<file path="config.mk">
export PLATFORM = sky130hd
export DESIGN_NAME = diag_wavefront_sender_flat
export DESIGN_NICKNAME = d
export VERILOG_FILES = /design/src/rtl/diag_wavefront_sender_if.sv /design/src/rtl/diag_wavefront_sender.sv /design/src/flat_wrapper.sv
export SDC_FILE = /design/constraint.sdc
export NUM_CORES = 1
export LEC_CHECK = 0
export ABC_AREA = 1
export CAP_MARGIN = 20
export CORE_MARGIN = 2
export CORE_UTILIZATION = 52
export DETAILED_ROUTE_END_ITERATION = 12
export PLACE_DENSITY = 0.83
export SLEW_MARGIN = 15
export SYNTH_ARGS = -nofsm -noshare
export SYNTH_HDL_FRONTEND = slang
export SYNTH_SLANG_ARGS = --single-unit
</file>
<file path="constraint.sdc">
create_clock -name clk -period 3.3 [get_ports clk]
set_input_delay 0.495 -clock clk [delete_from_list [all_inputs] [get_ports clk]]
set_output_delay 0.495 -clock clk [all_outputs]
set_load 0.01 [all_outputs]
</file>
<file path="src/rtl/diag_wavefront_sender_if.sv">
// Handshake bundle between the wavefront sender and the activation layer.
// The sender drives slices; the sink returns ready/done status.
interface diag_wavefront_sender_if #(
  parameter int DATA_WIDTH = 32,
  parameter int NUM_VALUES = 5
);
  logic                             act_start;
  logic                             act_input_done;
  logic [DATA_WIDTH*NUM_VALUES-1:0] act_in_value;
  logic                             act_ready;
  logic                             act_output_done;
  logic                             act_output_complete;

  modport master (
    output act_start,
    output act_input_done,
    output act_in_value,
    input  act_ready,
    input  act_output_done,
    input  act_output_complete
  );

  modport slave (
    input  act_start,
    input  act_input_done,
    input  act_in_value,
    output act_ready,
    output act_output_done,
    output act_output_complete
  );
endinterface

</file>
<file path="src/rtl/diag_wavefront_sender.sv">
// Latches an accumulator matrix and streams it as diagonal L-slices.
// Optional watchdog enabled by defining DIAG_SEND_TIMEOUT_EN.
module diag_wavefront_sender #(
  parameter int DATA_WIDTH     = 32,
  parameter int MAT_ROWS       = 3,
  parameter int MAT_COLS       = 3,
  parameter int TIMEOUT_CYCLES = 1024
) (
  input  logic clk,
  input  logic rst_n,
  input  logic load,
  input  logic [DATA_WIDTH*MAT_ROWS*MAT_COLS-1:0] mat_in,
  output logic busy,
  output logic done,
  output logic timeout_err,
  diag_wavefront_sender_if.master act
);

  localparam int NUM_VALUES = MAT_ROWS + MAT_COLS - 1;
  localparam int NUM_DIAGS  =
    (MAT_ROWS < MAT_COLS) ? MAT_ROWS : MAT_COLS;
  localparam int DIAG_W =
    (NUM_DIAGS > 1) ? $clog2(NUM_DIAGS) : 1;
  localparam int DW = DATA_WIDTH;
  localparam int MW = DW * MAT_ROWS * MAT_COLS;
  localparam int VW = DW * NUM_VALUES;

  typedef enum logic [1:0] {
    IDLE,
    ISSUE,
    WAIT,
    FINISH
  } state_t;

  state_t            state;
  state_t            state_n;
  logic [MW-1:0]     mat_q;
  logic [DIAG_W-1:0] diag;
  logic [VW-1:0]     slice;
  logic [VW-1:0]     value_q;
  logic              start_q;
  logic              last_q;
  logic              last;
  logic              cap;
  logic              fire;
  logic              adv;
  logic              fin;
  logic              tmo;

  assign last = (diag == DIAG_W'(NUM_DIAGS - 1));

  // Row segment from the corner rightwards, then column below it.
  always_comb begin
    slice = '0;
    for (int dd = 0; dd < NUM_DIAGS; dd++) begin
      if (diag == DIAG_W'(dd)) begin
        for (int i = 0; i < MAT_COLS; i++) begin
          if (i < MAT_COLS - dd) begin
            slice[DW*i +: DW] =
              mat_q[DW*(dd*MAT_COLS+dd+i) +: DW];
          end
        end
        for (int j = 0; j < MAT_ROWS - 1; j++) begin
          if (j < MAT_ROWS - dd - 1) begin
            slice[DW*(MAT_COLS+j) +: DW] =
              mat_q[DW*((dd+1+j)*MAT_COLS+dd) +: DW];
          end
        end
      end
    end
  end

  always_ff @(posedge clk) begin
    if (!rst_n) begin
      state <= IDLE;
    end else begin
      state <= state_n;
    end
  end

  always_comb begin
    state_n = state;
    unique case (state)
      IDLE:
        if (load) state_n = ISSUE;
      ISSUE:
        if (act.act_ready) state_n = WAIT;
      WAIT:
        if (act.act_output_done)
          state_n = last ? FINISH : ISSUE;
      FINISH:
        if (act.act_output_complete) state_n = IDLE;
    endcase
    if (tmo) state_n = IDLE;
  end

  always_comb begin
    cap  = 1'b0;
    fire = 1'b0;
    adv  = 1'b0;
    fin  = 1'b0;
    unique case (state)
      IDLE:   cap  = load;
      ISSUE:  fire = act.act_ready & ~tmo;
      WAIT:   adv  = act.act_output_done & ~tmo;
      FINISH: fin  = act.act_output_complete & ~tmo;
    endcase
  end

  always_ff @(posedge clk) begin
    if (!rst_n) begin
      mat_q   <= '0;
      diag    <= '0;
      value_q <= '0;
      start_q <= 1'b0;
      last_q  <= 1'b0;
      busy    <= 1'b0;
      done    <= 1'b0;
    end else begin
      start_q <= fire;
      last_q  <= fire & last;
      done    <= fin;
      if (cap) begin
        mat_q <= mat_in;
        diag  <= '0;
        busy  <= 1'b1;
      end
      if (fin | tmo) busy <= 1'b0;
      if (adv & ~last) diag <= diag + 1'b1;
      if (state == ISSUE) value_q <= slice;
    end
  end

  assign act.act_start      = start_q;
  assign act.act_input_done = last_q;
  assign act.act_in_value   = value_q;

`ifdef DIAG_SEND_TIMEOUT_EN
  localparam int CNT_W = $clog2(TIMEOUT_CYCLES + 1);

  logic [CNT_W-1:0] cnt;
  logic             err_q;

  // Counter restarts whenever the FSM moves, so it bounds each stall.
  always_ff @(posedge clk) begin
    if (!rst_n) begin
      cnt   <= '0;
      err_q <= 1'b0;
    end else begin
      if (state == IDLE || state_n != state) begin
        cnt <= '0;
      end else begin
        cnt <= cnt + 1'b1;
      end
      if (tmo) err_q <= 1'b1;
    end
  end

  assign tmo = (state != IDLE) &&
               (cnt == CNT_W'(TIMEOUT_CYCLES - 1));
  assign timeout_err = err_q;
`else
  assign tmo         = 1'b0 && (TIMEOUT_CYCLES > 0);
  assign timeout_err = 1'b0;
`endif

endmodule

</file>
<file path="src/flat_wrapper.sv">
// flat-port wrapper written by rule: the top's interface ports become plain ports
module diag_wavefront_sender_flat 
#(
  parameter int DATA_WIDTH     = 32,
  parameter int MAT_ROWS       = 3,
  parameter int MAT_COLS       = 3,
  parameter int TIMEOUT_CYCLES = 1024
)
  (clk, rst_n, load, mat_in, busy, done, timeout_err, act_act_start, act_act_input_done, act_act_in_value, act_act_ready, act_act_output_done, act_act_output_complete);
  diag_wavefront_sender_if #(.DATA_WIDTH(DATA_WIDTH), .NUM_VALUES(5)) act_i ();
  input  logic clk;
  input  logic rst_n;
  input  logic load;
  input  logic [DATA_WIDTH*MAT_ROWS*MAT_COLS-1:0] mat_in;
  output logic busy;
  output logic done;
  output logic timeout_err;
  output wire logic [$bits(act_i.act_start)-1:0] act_act_start;
  output wire logic [$bits(act_i.act_input_done)-1:0] act_act_input_done;
  output wire logic [$bits(act_i.act_in_value)-1:0] act_act_in_value;
  input wire logic [$bits(act_i.act_ready)-1:0] act_act_ready;
  input wire logic [$bits(act_i.act_output_done)-1:0] act_act_output_done;
  input wire logic [$bits(act_i.act_output_complete)-1:0] act_act_output_complete;
  assign act_act_start = act_i.act_start;
  assign act_act_input_done = act_i.act_input_done;
  assign act_act_in_value = act_i.act_in_value;
  assign act_i.act_ready = act_act_ready;
  assign act_i.act_output_done = act_act_output_done;
  assign act_i.act_output_complete = act_act_output_complete;
  diag_wavefront_sender #(.DATA_WIDTH(DATA_WIDTH), .MAT_ROWS(MAT_ROWS), .MAT_COLS(MAT_COLS), .TIMEOUT_CYCLES(TIMEOUT_CYCLES)) u_core (.clk(clk), .rst_n(rst_n), .load(load), .mat_in(mat_in), .busy(busy), .done(done), .timeout_err(timeout_err), .act(act_i));
endmodule
</file>
==> impl_metrics.csv, run 1 <==
group,metric,value,unit
min_path,hold_path_end,"u_core.act.act_in_value[93]",
finish,drive_above_1_share,4.55,%
finish,multi_input_area,7000,um2
placed_design,placedCellCount,2933,
setup_path,required,3.76,ns
clock_network,clk_latency,0.54,ns
floorplan,io-pin-count,459,
finish,seq_area,9130,um2
setup_path,ff2ff_setup_slack,1.12,ns
setup_path,r2r_start,"u_core.state[1]",
route,drt-vias-per-instance,5.57,
clock_network,numCtsBuffers,46,
min_path,min-delay-start,"u_core.act.act_in_value[93]",
synth,ys_seq_elements,456,
finish,final_cell_mix,"nor2_1 (580), clkdlybuf4s50_1 (456), dfxtp_1 (456)",
power,powerDensity,763,nW/um2
grt,grt_first_pass_wirelength,81400,um
finish,syn_to_final_growth,35.9,%
route,first_iter_violations,1559,
grt,antenna_found_initial,8,
sta,period_share,66.0,%
floorplan,die-area,34300,um2
synth,ys_seq_area_share,53.4,%
finish,fin_cells,3023,
floorplan,start_util,52.7,%
placed_design,hpwlAfterDp,33300,um
synth,synth.distinct_cells,31,
sta,fin_crit,2.18,ns
min_path,hold_depth,2,
run_status,status,"completed",
finish,fillers,2435,
synth,avgSynthCellArea,7.75,um2
grt,grt_pass1_vias,15800,
route,vias,16800,
placed_design,io_buffers,457,
synth,syn_area,17100,um2
setup_path,cp_max_fo,91,
finish,final_common_cell,"nor2_1",
placed_design,gp_congestion,0.899,
synth,syn_nets,2503,
grt,grt_overflow_total,0,
sta,slew_violations,0,
setup_path,rr_worst_depth,6,
clock_network,clock_sinks,456,
sta,clock.fmax,459,MHz
sta,hold_violations,0,
clock_network,ctsRootBufferMaster,"clkbuf_16",
clock_network,cts_setup_buffers,0,
clock_network,htree_levels,2,
sta,fin_skew,0.0193,ns
route,drt_wl_total,53500,um
grt,grt_usage,29.4,%
sta,tightest_slew,0.894,ns
setup_path,crit_path_start_kind,"flop",
clock_network,clk_transition_reported_paths,0.06,ns
grt,grt_max_degree,224,
sta,tns,0,ns
floorplan,die_w,185,um
route,wl_per_cell,17.7,um
power,ir_worst_vdd,0.606,mV
flow_run,drv_cap,0,
setup_path,crit_arrival,2.64,ns
synth,yosys_warnings,0,
route,postRouteAntennaNets,0,
finish,fin_nets,2836,
sta,grt_setup_unrepaired,"false",
setup_path,r2r-end,"u_core.mat_q[182]",
clock_network,hold_buffers,0,
setup_path,endpoint_kind,"flop",
clock_network,cts_tree,"yes",
setup_path,path_class,"reg2reg",
power,leakagePower,8.94,nW
clock_network,cts_max_path_buffers,3,
sta,setup_viol,0,
sta,max-slew-margin-rel,40.4,%
floorplan,die_h,185,um
route,drcViolationCount,0,
clock_network,cts_resized,0,
min_path,hp-class,"reg2reg",
floorplan,core-area,32500,um2
route,detail_route.first_pass.iterations,5,
synth,syn_inst,2206,
floorplan,num_rows,66,
==> through the flow <==
| step | total power, mW | area, um2 | hold slack, ns | util, % | worst slack, ns |
|---|---|---|---|---|---|
| 5_1_grt | 18.6 | 23200 | 0.481 | 71.6 | 0.973 |
| 2_1_floorplan | 10.4 | 17100 | 0.455 | - | 1.85 |
| 3_5_place_dp | 12.4 | 21600 | 0.455 | 66.7 | 0.743 |
| 4_1_cts | 17.7 | 23200 | 0.464 | 71.5 | 1.17 |
| 6_report | 17.7 | 23200 | 0.465 | 71.6 | 1.12 |
| 3_3_place_gp | 12.2 | 21600 | 0.451 | 66.7 | 0.750 |
==> how the worst max path moves through the flow <==
stage                    start                            to  depth (start not counted)
2_1_floorplan   u_core.diag[1]  u_core.act.act_in_value[110]                          7
3_3_place_gp              load                   u_core.busy                          6
3_5_place_dp              load             u_core.mat_q[214]                          6
4_1_cts         u_core.diag[0]                u_core.diag[1]                          9
5_1_grt        u_core.state[1]                   u_core.busy                          6
6_report       u_core.state[1]             u_core.mat_q[182]                          6
==> cell type report <==
cell class,instances,share of cell area [%]
Antenna cell,7,0.0754
Timing Repair Buffer,480,21.0
Sequential cell,456,39.3
Tap cell,442,2.38
Multi-Input combinational cell,1540,30.1
Inverter,15,0.307
Clock inverter,17,0.905
Clock buffer,66,5.88
==> state kept, by name, summed over array words and instances (netlist names) <==
signal,flops
u_core.act.act_in_value,160
u_core.diag,2
u_core.busy,1
u_core.act.act_input_done,1
u_core.done,1
u_core.mat_q,288
u_core.act.act_start,1
u_core.state,2
==> cell usage after synthesis <==
| library cell | count | share of area [%] |
|---|---|---|
| nor3_1 | 2 | 0.059 |
| nand2_1 | 135 | 3.0 |
| buf_6 | 16 | 1.1 |
| nor2_4 | 1 | 0.066 |
| nand2_2 | 1 | 0.037 |
| ha_1 | 3 | 0.22 |
| buf_8 | 1 | 0.088 |
| conb_1 | 1 | 0.022 |
| nor2_8 | 1 | 0.12 |
| clkinv_1 | 1 | 0.022 |
| nor2_1 | 580 | 13 |
| a21oi_1 | 255 | 7.5 |
| clkbuf_1 | 107 | 2.3 |
| nor3_2 | 1 | 0.059 |
| nor4_1 | 1 | 0.037 |
| dfxtp_1 | 456 | 53 |
| inv_1 | 10 | 0.22 |
| nand3_1 | 135 | 4.0 |
| inv_2 | 2 | 0.044 |
| o21ai_0 | 332 | 9.7 |
| nor4_2 | 1 | 0.073 |
| clkinv_2 | 1 | 0.029 |
| inv_4 | 1 | 0.037 |
| a21oi_2 | 4 | 0.20 |
| o21ai_1 | 54 | 1.6 |
| o211ai_1 | 32 | 1.4 |
| clkbuf_2 | 10 | 0.29 |
| nand4_1 | 1 | 0.037 |
| buf_4 | 4 | 0.18 |
| buf_2 | 37 | 1.1 |
| buf_1 | 20 | 0.44 |
==> report_power, final <==
part	total (mW)	switching (mW)	internal [mW]
Combinational	5.06	2.94	2.11
Sequential	7.34	0.665	6.67
Clock	5.33	2.13	3.20
Total	17.7	5.74	12.0
==> worst max-delay path, stage by stage, from the launching register on <==
cell	delay, ns
dfxtp_1	0.44
nor2_4	0.23
nand2_8	0.26
inv_8	0.51
buf_12	0.31
nor2_1	0.10
nor2_1	0.12
==> cells by family after synthesis <==
logic type	after synthesis	synth area share [%]
DFF	456	53.4
AOI/OAI and AO/OA	677	20.4
buffers and inverters	210	5.83
adders and majority gates	3	0.220
and+or+nand+nor	859	20.1
other	1	0.0219
==> metal layers <==
metal,track usage [%],up-vias,share of wire [%]
met4,16.1,2,4.9
met5,0,-,0.024
met3,5.70,160,8.3
li1,-,8025,-
met1,36.1,7851,39
met2,48.8,791,48
No activity file was read; power rests on OpenSTA's default activity.
==> run 2, diff against run 1 <==
- CORE_UTILIZATION: 52 -> 44
- PLACE_DENSITY: 0.83 -> 0.75
- clock period: 3.3 -> 2 ns (I/O delays scaled with it)
==> run 2 against run 1 <==
  * Highest routed layer unchanged
  * Largest power group unchanged
  * Clock skew is 0.0060 ns lower
  * Final cell count grew 4.3%
  * Critical path type is now reg2out
  * Largest cell class unchanged
  * Core utilization shrank 9.7 points
==> impl_metrics.csv, run 2 (synthesis results as in run 1) <==
group,metric,value,unit
floorplan,start_util,44.4,%
sta,setup_viol,0,
run_status,status,"completed",
floorplan,die_h,201,um
route,first_iter_violations,1198,
clock_network,cts_resized,0,
power,leakagePower,9.19,nW
finish,final_common_cell,"nor2_1",
min_path,hp-class,"in2reg",
route,drcViolationCount,0,
clock_network,hold_buffers,0,
placed_design,hpwlAfterDp,37500,um
setup_path,crit_chain,"clkdlybuf4s50_1",
clock_network,ctsRootBufferMaster,"clkbuf_16",
clock_network,htree_levels,2,
finish,final_cell_area,23800,um2
setup_path,cp_slowest_cell,"clkdlybuf4s50_1",
route,postRouteAntennaNets,0,
placed_design,placed_area,22300,um2
setup_path,crit_arrival,1.56,ns
setup_path,cp_slowest_stage_delay,0.57,ns
route,detail_route.first_pass.iterations,7,
finish,largest_register_ffs,288,
sta,grt_setup_unrepaired,"false",
clock_network,cts_tree,"yes",
grt,grt_overflow_total,0,
finish,top_register,"u_core.mat_q",
finish,seq_area,9130,um2
grt,grt_usage,26.3,%
sta,tightest_slew,0.605,ns
flow_run,drv_cap,0,
placed_design,gp_congestion,0.908,
sta,slew_violations,0,
finish,drive_above_1_share,5.79,%
sta,fin_skew,0.0133,ns
clock_network,cts_setup_buffers,0,
grt,grt_first_pass_wirelength,86100,um
grt,antenna_found_initial,9,
grt,grt_pass1_vias,16000,
floorplan,core-area,38500,um2
placed_design,io_buffers,457,
clock_network,cts_max_path_buffers,3,
power,powerDensity,1240,nW/um2
route,drt-vias-per-instance,5.33,
sta,max-slew-margin-rel,59.6,%
finish,multi_input_area,7000,um2
setup_path,path_class,"reg2out",
finish,final_cell_mix,"nor2_1 (580), clkdlybuf4s50_1 (456), dfxtp_1 (456)",
floorplan,die-area,40400,um2
route,wl_per_cell,17.5,um
floorplan,io-pin-count,459,
setup_path,crit_path_start_kind,"flop",
floorplan,num_rows,72,
setup_path,path_delay_family,"buffers and inverters",
finish,fillers,3325,
sta,tns,0,ns
sta,period_share,93.0,%
setup_path,cp_max_fo,2,
sta,hold_violations,0,
power,ir_worst_vdd,0.628,mV
route,vias,16800,
setup_path,required,1.70,ns
route,drt_wl_total,55100,um
setup_path,endpoint_kind,"primary output",
clock_network,numCtsBuffers,47,
clock_network,clk_transition_reported_paths,0.06,ns
grt,grt_max_degree,88,
finish,fin_nets,2884,
sta,clock.fmax,537,MHz
finish,syn_to_final_growth,39.4,%
clock_network,clk_latency,0.58,ns
setup_path,crit_buf_inv,1,
clock_network,clock_sinks,456,
sta,fin_crit,1.86,ns
floorplan,die_w,201,um
[run 2: cell types whose count changed in the layout (fill, tap and decap cells not counted)]
cell / previous run / this run
clkbuf_8: 15 / 9
clkbuf_16: 46 / 48
diode_2: 7 / 10
inv_6: 1 / 2
inv_8: 2 / 1
buf_8: 0 / 1
clkinv_2: 9 / 3
bufinv_16: 4 / 3
buf_12: 11 / 25
clkbuf_1: 6 / 21
buf_4: 12 / 45
clkinv_4: 2 / 0
[run 2: cell type report]
cell class / count / area share, %
Sequential cell: 456 / 38.3
Multi-Input combinational cell: 1540 / 29.4
Timing Repair Buffer: 527 / 22.7
Clock buffer: 78 / 5.89
Tap cell: 518 / 2.72
Clock inverter: 8 / 0.546
Inverter: 15 / 0.299
Antenna cell: 10 / 0.105
[run 2: final timing paths]
check	start	endpoint	slack [ns]	cells after the start
max reg2reg	u_core.state[1]	u_core.mat_q[40]	0.24	6
min reg2reg	u_core.act.act_in_value[143]	u_core.act.act_in_value[143]	0.46	2
max	u_core.act.act_in_value[120]	act_act_in_value[120]	0.14	1
min	rst_n	u_core.state[0]	0.14	3
[run 2: power breakdown]
| group | leakage, nW | internal (mW) | switching [mW] | total [mW] |
|---|---|---|---|---|
| Combinational | 4.68 | 3.85 | 4.96 | 8.81 |
| Clock | 0.747 | 5.16 | 3.55 | 8.71 |
| Sequential | 3.76 | 11.0 | 1.07 | 12.1 |
| Total | 9.19 | 20.0 | 9.58 | 29.6 |
[run 2: routing by layer]
metal / track usage [%] / up-vias / share of wire [%]
met5: 0 / - / 0.024
li1: - / 8141 / -
met1: 33.2 / 7829 / 41
met3: 5.34 / 154 / 7.5
met4: 14.5 / 2 / 5.0
met2: 42.3 / 667 / 47
[run 2: stage by stage]
step                      utilization [%]  setup slack [ns]  cells  power [mW]  hold WS, ns
after global placement               57.9             0.126   3056        20.8        0.452
after floorplan                         -             0.550   2206        17.1        0.448
after CTS                            61.9            0.0970   3142        29.7        0.135
after global routing                 61.9            0.0894   3150        31.3        0.178
final                                61.9             0.139   3152        29.6        0.144
after detailed placement             57.9            0.0948   3056        21.0        0.455
==> run 3, diff against run 2 <==
- MAX_ROUTING_LAYER: default -> met4
==> run 3 against run 2 <==
  * Largest power group unchanged
  * Core utilization unchanged
  * Setup slack got worse by 0.0026 ns
  * Die area unchanged
==> impl_metrics.csv, run 3 (synthesis results as in run 1) <==
group,metric,value,unit
route,detail_route.first_pass.iterations,5,
finish,final_common_cell,"nor2_1",
setup_path,endpoint_kind,"primary output",
finish,largest_register_ffs,288,
grt,grt_pass1_vias,16000,
floorplan,start_util,44.4,%
route,wl_per_cell,17.5,um
finish,final_cell_mix,"nor2_1 (580), clkdlybuf4s50_1 (456), dfxtp_1 (456)",
setup_path,crit_buf_inv,1,
run_status,status,"completed",
power,combPwrFrac,29.8,%
grt,grt_usage,27.1,%
clock_network,cts_max_path_buffers,3,
route,postRouteAntennaNets,0,
sta,hold_violations,0,
sta,clock.fmax,537,MHz
setup_path,cp_max_fo,2,
route,drt-vias-per-instance,5.33,
power,p_switching,9.59,mW
route,drt_wl_total,55100,um
flow_run,drv_cap,0,
finish,syn_to_final_growth,39.4,%
finish,drive_above_1_share,5.79,%
floorplan,die_h,201,um
clock_network,numCtsBuffers,47,
floorplan,die-area,40400,um2
route,first_iter_violations,1234,
sta,period_share,93.2,%
sta,fin_crit,1.86,ns
setup_path,path_delay_family,"buffers and inverters",
route,vias,16800,
clock_network,hold_buffers,0,
power,intPower,20.0,mW
sta,fin_skew,0.0139,ns
sta,setup_viol,0,
setup_path,required,1.70,ns
floorplan,num_rows,72,
sta,max-slew-margin-rel,60.6,%
sta,tns,0,ns
setup_path,crit_chain,"clkdlybuf4s50_1",
clock_network,cts_resized,0,
finish,top_register,"u_core.mat_q",
clock_network,ctsRootBufferMaster,"clkbuf_16",
grt,grt_first_pass_wirelength,86100,um
power,clkPwrFrac,29.4,%
setup_path,cp_slowest_stage_delay,0.58,ns
clock_network,cts_tree,"yes",
power,swShare,32.4,%
sta,grt_setup_unrepaired,"false",
setup_path,ff2ff_setup_slack,0.24,ns
grt,grt_overflow_total,0,
floorplan,io-pin-count,459,
setup_path,crit_path_start_kind,"flop",
grt,antenna_found_initial,9,
finish,fin_cells,3152,
setup_path,cp_slowest_cell,"clkdlybuf4s50_1",
sta,tightest_slew,0.591,ns
route,drcViolationCount,0,
power,powerDensity,1240,nW/um2
power,seq_power_share,40.8,%
floorplan,die_w,201,um
power,ir_worst_vdd,0.624,mV
clock_network,htree_levels,2,
power,leakagePower,9.19,nW
placed_design,io_buffers,457,
finish,fin_nets,2884,
setup_path,crit_arrival,1.56,ns
placed_design,placedCellCount,3056,
grt,grt_max_degree,88,
setup_path,path_class,"reg2out",
clock_network,cts_setup_buffers,0,
floorplan,core-area,38500,um2
clock_network,clock_sinks,456,
clock_network,clk_transition_reported_paths,0.06,ns
clock_network,clk_latency,0.58,ns
sta,slew_violations,0,
placed_design,hpwlAfterDp,37500,um
min_path,hp-class,"in2reg",
placed_design,gp_congestion,0.924,
run 3: final timing paths:
check,end,depth (start not counted),startpoint
min reg2reg,u_core.act.act_in_value[132],2,u_core.act.act_in_value[132]
max reg2reg,u_core.mat_q[168],6,u_core.state[1]
max,act_act_in_value[122],1,u_core.act.act_in_value[122]
min,u_core.state[0],3,rst_n
run 3: worst min-delay path, cell delays in order:
cell	delay, ns
buf_8	0.19
nand2_1	0.12
nor2_1	0.04
run 3: power groups by stage:
| stage | Sequential (mW) | Clock [mW] | Combinational [mW] |
|---|---|---|---|
| after floorplan | 12.3 | 0 | 4.80 |
| after global placement | 12.2 | 0 | 8.61 |
| after detailed placement | 12.2 | 0 | 8.77 |
| after CTS | 12.1 | 8.87 | 8.82 |
| after global routing | 12.3 | 9.28 | 9.71 |
| final | 12.1 | 8.71 | 8.82 |
run 3: metal layers:
| layer | global-route usage [%] | vias up | share of wire (%) |
|---|---|---|---|
| li1 | - | 8135 | - |
| met1 | 33.3 | 7792 | 41 |
| met2 | 42.3 | 700 | 46 |
| met3 | 5.22 | 162 | 7.6 |
| met4 | 14.5 | 0 | 5.2 |
| met5 | - | - | 0 |
run 3: stage by stage:
stage | utilization [%] | setup WS, ns | hold slack [ns] | power (mW) | instance area (um2)
6_report | 61.9 | 0.137 | 0.140 | 29.6 | 23800
5_1_grt | 61.9 | 0.0894 | 0.172 | 31.3 | 23800
4_1_cts | 61.9 | 0.0970 | 0.135 | 29.7 | 23800
3_5_place_dp | 57.9 | 0.0948 | 0.455 | 21.0 | 22300
3_3_place_gp | 57.9 | 0.126 | 0.452 | 20.8 | 22300
2_1_floorplan | - | 0.550 | 0.448 | 17.1 | 17100
run 3: layout make-up:
type / count / area (um2)
fillers: 3325 / 14600
flip-flops and latches: 456 / 9130
multi-input cells: 1540 / 7000
repair buffers: 527 / 5420
clock buffers: 78 / 1400
well taps: 518 / 648
clock inverters: 8 / 130
inverters: 15 / 71.3
diodes: 10 / 25.0
